### src/rtl/nibble_add_seq.sv
// nibble_add_seq: multi-cycle adder/subtractor built around one shared 4-bit ripple adder.
// A command is accepted in IDLE. The operands are then processed one nibble per clock,
// LSB nibble first, and the running carry is held in a flop between nibbles. The result
// is held in DONE until the consumer takes it.
//
// Ports:
//   clk        rising-edge clock
//   rst        asynchronous active-high reset
//   in_valid   command valid          in_ready   command accepted when high (IDLE)
//   a, b       WIDTH-bit operands     sub        1: a-b, 0: a+b+cin
//   cin        add carry-in (ignored for sub)
//   out_valid  result valid (DONE)    out_ready  consumer takes result
//   sum        WIDTH-bit result       cout       carry out of MSB (sub: 1 = no borrow)
//   ovf        signed overflow        busy       nibbles being computed (RUN)
module nibble_add_seq #(
  parameter int unsigned WIDTH = 16
) (
  input  logic             clk,
  input  logic             rst,
  input  logic             in_valid,
  output logic             in_ready,
  input  logic [WIDTH-1:0] a,
  input  logic [WIDTH-1:0] b,
  input  logic             sub,
  input  logic             cin,
  output logic             out_valid,
  input  logic             out_ready,
  output logic [WIDTH-1:0] sum,
  output logic             cout,
  output logic             ovf,
  output logic             busy
);

  localparam int unsigned Nib  = WIDTH / 4;
  localparam int unsigned IdxW = (Nib > 1) ? $clog2(Nib) : 1;
  localparam int unsigned Msb  = WIDTH - 1;

  typedef enum logic [1:0] {StIdle, StRun, StDone} state_e;

  state_e            state_q, state_d;
  logic [WIDTH-1:0]  a_q, b_q, sum_q;
  logic              carry_q, cout_q, ovf_q;
  logic [IdxW-1:0]   idx_q;

  logic [3:0]        a_nib, b_nib, fa_sum;
  logic              fa_cout;
  logic              last_nib;

  assign last_nib = (idx_q == IdxW'(Nib - 1));
  assign a_nib    = a_q[{idx_q, 2'b00} +: 4];
  assign b_nib    = b_q[{idx_q, 2'b00} +: 4];

  // Shared 4-bit ripple-carry adder (FA4).
  always_comb begin
    logic [4:0] c;
    c      = '0;
    fa_sum = '0;
    c[0]   = carry_q;
    for (int i = 0; i < 4; i++) begin
      fa_sum[i] = a_nib[i] ^ b_nib[i] ^ c[i];
      c[i+1]    = (a_nib[i] & b_nib[i]) | (c[i] & (a_nib[i] ^ b_nib[i]));
    end
    fa_cout = c[4];
  end

  // State register.
  always_ff @(posedge clk or posedge rst) begin
    if (rst) begin
      state_q <= StIdle;
    end else begin
      state_q <= state_d;
    end
  end

  // Next-state logic.
  always_comb begin
    state_d = state_q;
    unique case (state_q)
      StIdle:  if (in_valid)  state_d = StRun;
      StRun:   if (last_nib)  state_d = StDone;
      StDone:  if (out_ready) state_d = StIdle;
      default: state_d = StIdle;
    endcase
  end

  // Outputs decoded from registered state only.
  always_comb begin
    in_ready  = (state_q == StIdle);
    busy      = (state_q == StRun);
    out_valid = (state_q == StDone);
    sum       = sum_q;
    cout      = cout_q;
    ovf       = ovf_q;
  end

  // Datapath: operand capture, per-nibble accumulation, final flags.
  always_ff @(posedge clk or posedge rst) begin
    if (rst) begin
      a_q     <= '0;
      b_q     <= '0;
      sum_q   <= '0;
      carry_q <= 1'b0;
      cout_q  <= 1'b0;
      ovf_q   <= 1'b0;
      idx_q   <= '0;
    end else begin
      unique case (state_q)
        StIdle: begin
          if (in_valid) begin
            a_q     <= a;
            // Subtraction is a + ~b + 1; the +1 enters through the carry flop.
            b_q     <= sub ? ~b : b;
            carry_q <= sub | cin;
            idx_q   <= '0;
          end
        end
        StRun: begin
          sum_q[{idx_q, 2'b00} +: 4] <= fa_sum;
          carry_q                    <= fa_cout;
          if (last_nib) begin
            cout_q <= fa_cout;
            // fa_sum[3] is the result MSB being written on this edge.
            ovf_q  <= (a_q[Msb] == b_q[Msb]) && (fa_sum[3] != a_q[Msb]);
          end else begin
            idx_q <= idx_q + 1'b1;
          end
        end
        default: ;
      endcase
    end
  end

endmodule

### config.mk
export PLATFORM = sky130hd
export DESIGN_NAME = nibble_add_seq
export DESIGN_NICKNAME = d
export VERILOG_FILES = /design/src/rtl/nibble_add_seq.sv
export SDC_FILE = /design/constraint.sdc
export NUM_CORES = 1
export LEC_CHECK = 0
export BUFFER_PORTS_ARGS = -buffer_cell sky130_fd_sc_hd__buf_2
export CAP_MARGIN = 20
export CORE_UTILIZATION = 53
export DETAILED_ROUTE_END_ITERATION = 10
export GPL_ROUTABILITY_DRIVEN = 0
export GPL_TIMING_DRIVEN = 0
export PLACE_DENSITY = 0.75
export SLEW_MARGIN = 20
export SYNTH_ARGS = -nofsm -noshare
export SYNTH_HDL_FRONTEND = slang
export SYNTH_SLANG_ARGS = --single-unit
### constraint.sdc
create_clock -name clk -period 4.8 [get_ports clk]
set_input_delay 0.48 -clock clk [delete_from_list [all_inputs] [get_ports clk]]
set_output_delay 0.48 -clock clk [all_outputs]
set_load 0.02 [all_outputs]
# [Word level (Yosys, flattened, before mapping)]
# Index checks and enable logic that the tools add are counted.
# W data, S select, Z words.
[word_totals] register_bits=55 inputBits=38 out_inout_bits=21 elab_cells=64
[op_classes] n_addsub=2 eq_ne=9 shift=4 mux=11 bitwise_logic=22 n_reduce_logical=8
[ops] cell="$shiftx A16 B5 Y4" n=2
[ops] cell="$bwmux W16" n=1
[ops] cell="$mux W16" n=1
[ops] cell="$not A16 Y16" n=1
[ops] cell="$shift A4 B6 Y16 const A" n=1
[ops] cell="$shiftx A4 B6 Y16" n=1
[ops] cell="$mux W2" n=5
[ops] cell="$and A1 B1 Y1" n=8
[ops] cell="$xor A1 B1 Y1" n=8
[ops] cell="$neg A4 Y6" n=1
[ops] cell="$pmux W2 S3" n=1
[ops] cell="$reduce_and A2 Y1" n=3
[ops] cell="$reduce_and A3 Y1" n=2
[ops] cell="$or A1 B1 Y1" n=5
[ops] cell="$eq A2 B2 Y1 const B" n=2
[ops] cell="$ne A2 B1 Y1 const B" n=2
[ops] cell="$ne A2 B2 Y1 const B" n=2
[ops] cell="$pmux W2 S2" n=1
[ops] cell="$add A2 B1 Y2 const B" n=1
[ops] cell="$eq A2 B1 Y1 const B" n=1
[ops] cell="$logic_not A2 Y1" n=1
[ops] cell="$pmux W1 S2" n=1
[ops] cell="$reduce_bool A2 Y1" n=1
[ops] cell="$eq A1 B1 Y1" n=1
[ops] cell="other kinds (3)" n=3

# [Depth between registers and ports, before layout]
# Gate-level depths: netlist of the first run.
[logic_depth] word_depth=11 ltp_mapped=11 ltp_nobuf=10

# [Least setup slack after synthesis of the first run]
# Ideal clock, no wire load.
[synth_path] path_type="register to register" startpoint="register idx_q[0]" endpoint="register ovf_q (netlist: ovf)" setup_ns=0.125 arrival_time_ns=2.978 required_ns=4.675 path_slack_ns=1.697 path_stages_with_launch=12 path_buffers=1 period_less_slack_ns=3.103 path_cell_list="dfrtp_1 > buf_2 > mux4_2 > fa_1 > inv_1 > fa_1 > fa_1 > inv_1 > fa_1 > nand2b_1 > o22ai_1 > mux2_2"
[synth_via] elab_chain_cells=11 word_cells_on_any_way=20 classes_between="eq/ne (2); shift (2); bitwise (14); reduce/logical (2)"
[synth_lines] element="start: declaration" line_no="43" source="logic [IdxW-1:0] idx_q;"
[synth_lines] element="start signal: assignment" line_no="125" source="idx_q <= idx_q + 1'b1;"
[synth_lines] element="$shiftx A16 B5 Y4, on equally long branches" line_no="50, 51"
[synth_lines] element="$xor A1 B1 Y1" line_no="61" source="c[i+1] = (a_nib[i] & b_nib[i]) | (c[i] & (a_nib[i] ^ b_nib[i]));"
[synth_lines] element="$and A1 B1 Y1" line_no="61"
[synth_lines] element="$or A1 B1 Y1" line_no="61"
[synth_lines] element="$and A1 B1 Y1" line_no="61"
[synth_lines] element="$or A1 B1 Y1" line_no="61"
[synth_lines] element="$and A1 B1 Y1" line_no="61"
[synth_lines] element="$or A1 B1 Y1" line_no="61"
[synth_lines] element="$xor A1 B1 Y1" line_no="60" source="fa_sum[i] = a_nib[i] ^ b_nib[i] ^ c[i];"
[synth_lines] element="$ne A1 B1 Y1" line_no="123" source="ovf_q <= (a_q[Msb] == b_q[Msb]) && (fa_sum[3] != a_q[Msb]);"
[synth_lines] element="$logic_and A1 B1 Y1" line_no="123"
[synth_lines] element="end signal: assignment" line_no="123"
[synth_lines] element="end: declaration" line_no="42" source="logic carry_q, cout_q, ovf_q;"
# Several ways; a longest one is shown, not always the timed one.
# A chain may end at the register's enable or synchronous reset.

# [Worst setup path in the final report of the first run]
# Same ends and word-level chain as after synthesis.

==> flow_summary.json, run 1 <==
{
  "status": "completed",
  "cts_made_buffers": 5,
  "top_level_ports": 59,
  "dieArea_um2": 5380,
  "critPathArrivalTime_ps": 3680,
  "syn-cell-area_um2": 2700,
  "final_hold_viol_count": 0,
  "fmax_mhz": 286,
  "max-cap-violations": 0,
  "synth-async-reset-ratio": 1.00,
  "start_util": 0.560,
  "ctsResizeCount": 0,
  "final_max_slew_viol_count": 0,
  "dp_hpwl_um": 3710,
  "mappedNetlistNets": 262,
  "die_h_um": 73.4,
  "tns_ps": 0,
  "path_max_fanout": 10,
  "postRouteAntennaNets": 0,
  "cpPeakStageDelay_ps": 640,
  "antenna_found_initial": 0,
  "place_area_um2": 3070,
  "syn_inst": 214,
  "cp_cell_sequence": "buf_2 > mux4_2 > fa_1 > inv_1 > fa_1 > fa_1 > inv_1 > fa_1 > o22ai_1 > mux2_2",
  "hold_buffers": 0,
  "clockBufferDepth": 2,
  "worstPathRequired_ps": 4990,
  "grt_pass1_vias": 1863,
  "insertion_delay_ps": 300,
  "ir_worst_vdd_v": 0.000468,
  "synth_edf_count": 0,
  "synthMostInstantiatedCell": "dfrtp_1",
  "final_net_count": 326,
  "finClkSkew_ps": 5.84,
  "worst_pin_slew_ps": 670,
  "drive_above_1_share": 0.383,
  "crit_type": "reg2reg",
  "nFillCells": 411,
  "drc_errors": 0,
  "cellPowerDensity_nw_per_um2": 724,
  "die_w_um": 73.4,
  "synthTopCellsByArea": "dfrtp_1 (51%), mux2_2 (7.5%), mux4_2 (6.7%), xnor2_1 (5.2%), a22o_1 (3.9%)",
  "multiInputGateArea_um2": 1200,
  "wl_per_cell_um": 14.5,
  "syn2layout_area_growth_pct": 16.6,
  "routed_via_density": 5.33,
  "portBuffers": 57,
  "crit_top_cell": "fa_1",
  "cts_sinks": 55,
  "h-tree-depth": 2,
  "clk_pin_slew_ps": 90,
  "synth-main-ff-cell": "dfrtp_1",
  "regArea_um2": 1380,
  "gr-total-overflow": 0,
  "cp_slowest_cell": "fa_1",
  "p_leak_uw": 0.00149,
  "rsz0062_at_grt": "false",
  "num_vias": 1835,
  "synth_seq_area_share": 0.510,
  "yosys_warnings": 0,
  "grt_pass1_wl_um": 8660,
  "track_usage": 0.214,
  "rows": 25,
  "synth_area_per_cell_um2": 12.6,
  "synth_cell_types": 32,
  "hold_class": "in2async",
  "drt_wl_total_um": 5000,
  "first_pass_iters": 4,
  "setup_viol": 0,
  "grt_max_degree": 56,
  "timing.slew.headroom": 0.554,
  "synthTopCellsByCount": "dfrtp_1 (55), nor2_1 (20), mux2_2 (18), a21oi_1 (16), xnor2_1 (16)",
  "post_cts_buffers": 0,
  "yosys.area.top_type_share": 0.510,
  "crit_path_end_kind": "register",
  "cts_tree": "yes",
  "antenna_cells": 0,
  "drt_iter0_drc": 95,
  "fin_crit_sh": 0.728,
  "start_kind": "register",
  "post-synth-top-area-cell": "dfrtp_1",
  "period_minus_slack_ps": 3500,
  "ys_ff_latch": 55,
  "stdcell_area_um2": 3150,
  "cts_root_buf": "clkbuf_8",
  "core_um2": 4820
}
placed cells by master (no fill, tap or decap):
cell type,synthesis,final
xnor2_1,16,16
nand3b_4,2,2
clkinvlp_4,0,1
o22ai_1,1,1
nor2b_1,1,1
nand3_1,2,2
nor2_1,20,20
nor4_1,1,1
buf_6,2,2
o21ai_0,3,3
nor3b_4,1,1
mux2_2,18,18
or2_2,1,1
nand2_1,9,9
nor3b_1,2,2
o41ai_1,2,2
a22o_1,12,12
nor3_1,3,3
inv_4,0,1
inv_1,11,10
buf_4,4,4
ha_1,6,6
and2b_1,1,1
buf_2,4,61
a21oi_1,16,16
o31ai_2,1,1
nor4b_2,1,1
clkbuf_1,1,1
fa_1,4,4
nand3b_1,2,2
a21o_1,1,1
nand2b_1,3,3
mux4_2,8,8
dfrtp_1,55,55
clkbuf_8,0,5
final timing paths:
kind / from / endpoint / slack (ps) / cells after the start
max: idx_q[0]$_DFFE_PP0P_ / ovf$_DFFE_PP0P_ / 1300 / 10
min: rst / sum[15]$_DFFE_PP0P_ / 270 / 2
max reg2reg: idx_q[0]$_DFFE_PP0P_ / ovf$_DFFE_PP0P_ / 1300 / 10
min reg2reg: sum[9]$_DFFE_PP0P_ / sum[9]$_DFFE_PP0P_ / 480 / 2
max in group asynchronous: rst / b_q[2]$_DFFE_PP0P_ / 4080 / 2
min in group clk: a[12] / a_q[12]$_DFFE_PP0P_ / 400 / 2
flip-flops by register name, summed over array words and instances, names as in the netlist:
register,flops
ovf,1
cout,1
a_q,16
carry_q,1
sum,16
state_q,2
idx_q,2
b_q,16
worst max-delay path, delay by kind of cell (launching register included):
kind	cells	cell delay (ps)
adders and majority gates	4	1390
buffers and inverters	3	500
AOI/OAI and AO/OA	1	130
muxes	2	860
DFF	1	480
kinds of logic (layout without fill, tap and decap cells):
| kind of cell | count (synthesis) | in the layout | synth area share |
|---|---|---|---|
| multiplexers | 26 | 26 | 0.142 |
| AO/OA/AOI/OAI | 36 | 36 | 0.0904 |
| AND/OR/NAND/NOR | 49 | 49 | 0.105 |
| flip-flops | 55 | 55 | 0.510 |
| adder cells (fa/ha/maj) | 10 | 10 | 0.0575 |
| buffers and inverters | 22 | 85 | 0.0436 |
| XOR/XNOR | 16 | 16 | 0.0519 |
layout make-up:
class                      instances  area share
timing repair buffer              57      0.0907
sequential                        55       0.437
clock inverter                     1     0.00239
clock buffer                       5      0.0219
inverter                          11      0.0139
multi-input combinational        137       0.383
buffer                            11      0.0243
tap                               67      0.0266
through the flow:
stage	power, uW	hold WS [ps]	setup WS, ps	cells	util
6_report	2280	270	1300	344	0.653
4_1_cts	2300	302	1290	344	0.653
5_1_grt	2460	316	1110	344	0.653
2_1_floorplan	1720	475	1700	214	-
3_3_place_gp	2040	461	1340	338	0.637
3_5_place_dp	2060	465	1310	338	0.637
power breakdown:
group	switching, uW	internal [uW]
Clock	139	97.2
Combinational	704	555
Sequential	113	670
metal layers:
metal | GRT usage | part of all wire | routed length (um) | up-vias
met5 | 0 | 0 | 0 | -
met3 | 0.0453 | 0.045 | 224 | 8
met1 | 0.284 | 0.43 | 2160 | 900
li1 | - | - | - | 869
met2 | 0.354 | 0.51 | 2540 | 58
met4 | 0.0726 | 0.016 | 82 | 0
Note: power is estimated with default switching activity, not from simulation.
==> inputs of run 2 (changes only) <==
==> constraint.sdc (replaced) <==
create_clock -name clk -period 3.6 [get_ports clk]
set_input_delay 0.36 -clock clk [delete_from_list [all_inputs] [get_ports clk]]
set_output_delay 0.36 -clock clk [all_outputs]
set_load 0.02 [all_outputs]
==> run 2 against run 1 <==
Against the previous run:
- sequential share of layout area about the same
- core utilization rose by 0.052 points
- global-route usage did not move
- clock power up 33%
- final cell count unchanged
- cell area hardly changed
- highest routed layer unchanged
==> flow_summary.json, run 2 (synthesis results as in run 1) <==
{
  "dp_hpwl_um": 3710,
  "reg2reg_slack_ps": 210,
  "routed_via_density": 5.33,
  "final_net_count": 326,
  "num_vias": 1833,
  "max-cap-violations": 0,
  "path_max_fanout": 9,
  "insertion_delay_ps": 300,
  "rsz0062_at_grt": "false",
  "rr_worst_depth": 11,
  "hold_buffers": 0,
  "rows": 25,
  "p_leak_uw": 0.00149,
  "cp_cell_sequence": "clkbuf_1 > mux4_2 > fa_1 > inv_1 > fa_1 > fa_1 > inv_1 > fa_1 > nand2b_1 > o22ai_1 > mux2_2",
  "start_util": 0.560,
  "final_max_slew_viol_count": 0,
  "status": "completed",
  "antenna_found_initial": 0,
  "grt_pass1_wl_um": 8660,
  "top_level_ports": 59,
  "cellPowerDensity_nw_per_um2": 966,
  "track_usage": 0.214,
  "tns_ps": 0,
  "hold_class": "in2async",
  "die_h_um": 73.4,
  "crit_type": "reg2reg",
  "cts_sinks": 55,
  "cts_tree": "yes",
  "syn2layout_area_growth_pct": 16.7,
  "drt_wl_total_um": 5010,
  "worst_pin_slew_ps": 670,
  "dieArea_um2": 5380,
  "cp_slowest_cell": "fa_1",
  "critPathArrivalTime_ps": 3580,
  "post_cts_buffers": 0,
  "start_kind": "register",
  "mostFrequentLayoutCell": "buf_2",
  "grt_pass1_vias": 1863,
  "timing.slew.headroom": 0.554,
  "cts_root_buf": "clkbuf_8",
  "wl_per_cell_um": 14.6,
  "h-tree-depth": 2,
  "p_total_uw": 3040,
  "drive_above_1_share": 0.383,
  "stdcell_area_um2": 3150,
  "crit_path_end_kind": "register",
  "fin_crit_sh": 0.942,
  "period_minus_slack_ps": 3390,
  "final_hold_viol_count": 0,
  "ir_worst_vdd_v": 0.000624,
  "reg2reg_from": "idx_q[1]$_DFFE_PP0P_",
  "clockBufferDepth": 2,
  "clk_pin_slew_ps": 90,
  "portBuffers": 57,
  "worstPathRequired_ps": 3790,
  "r2r-end": "ovf$_DFFE_PP0P_",
  "setup_viol": 0,
  "fmax_mhz": 295,
  "crit_top_cell": "fa_1",
  "core_um2": 4820,
  "grt_max_degree": 56,
  "finClkSkew_ps": 6.39,
  "cpPeakStageDelay_ps": 520,
  "die_w_um": 73.4,
  "cts_made_buffers": 5,
  "antenna_cells": 0,
  "gr-total-overflow": 0,
  "postRouteAntennaNets": 0,
  "drc_errors": 0,
  "drt_iter0_drc": 92,
  "final_cell_mix": "buf_2 (60), dfrtp_1 (55), nor2_1 (20)",
  "first_pass_iters": 4,
  "place_area_um2": 3070
}
## run 2: cell counts in the layout (fill, tap and decap cells not counted)
Identical to the previous run, type by type.
## run 2: power by group
group	internal (uW)	total, uW	leakage [uW]	switching [uW]
Combinational	743	1680	0.000785	939
Clock	130	315	0.0000361	185
Sequential	894	1040	0.000669	151
Total	1770	3040	0.00149	1280
## run 2: final cells by class
class / instances / area [um2]
clock inverter: 1 / 7.51
sequential: 55 / 1380
tap: 67 / 83.8
buffer: 11 / 78.8
inverter: 11 / 43.8
clock buffer: 5 / 68.8
fill: 411 / 1670
timing repair buffer: 57 / 285
multi-input combinational: 137 / 1200
## run 2: stage by stage
step	std cells	utilization	hold slack [ps]	setup WS [ps]
after floorplan	214	-	475	497
after global placement	338	0.637	461	141
after detailed placement	338	0.637	465	109
after CTS	344	0.653	182	92.5
after global routing	344	0.654	196	44.8
final	344	0.654	148	208
## run 2: routing by layer
layer	GRT usage	share of wire	wire length [um]	up-vias
li1	-	-	-	869
met1	0.284	0.43	2170	904
met2	0.354	0.51	2550	52
met3	0.0453	0.041	206	8
met4	0.0726	0.016	82	0
met5	0	0	0	-
## run 2: what timing repair did
action,4_1_cts,5_1_grt
gates resized for setup,0,2
endpoints found under the hold margin,0,0
endpoints found under the setup margin,0,1
## run 2: worst max path at each step
stage | startpoint | endpoint | cells past startpoint
finish | idx_q[1]$_DFFE_PP0P_ | ovf$_DFFE_PP0P_ | 11
global route | idx_q[1]$_DFFE_PP0P_ | ovf$_DFFE_PP0P_ | 11
CTS | idx_q[0]$_DFFE_PP0P_ | ovf$_DFFE_PP0P_ | 10
detailed placement | idx_q[0]$_DFFE_PP0P_ | ovf$_DFFE_PP0P_ | 10
global placement | idx_q[0]$_DFFE_PP0P_ | ovf$_DFFE_PP0P_ | 10
floorplan | idx_q[0]$_DFFE_PP0P_ | ovf$_DFFE_PP0P_ | 11
## run 2: critical path: cells and delay by family (launching register included)
family | cells | cell delay, ps
AO/OA/AOI/OAI | 1 | 70
adder cells (fa/ha/maj) | 4 | 1460
buffers and inverters | 3 | 610
flip-flops | 1 | 410
multiplexers | 2 | 620
AND/OR/NAND/NOR | 1 | 120
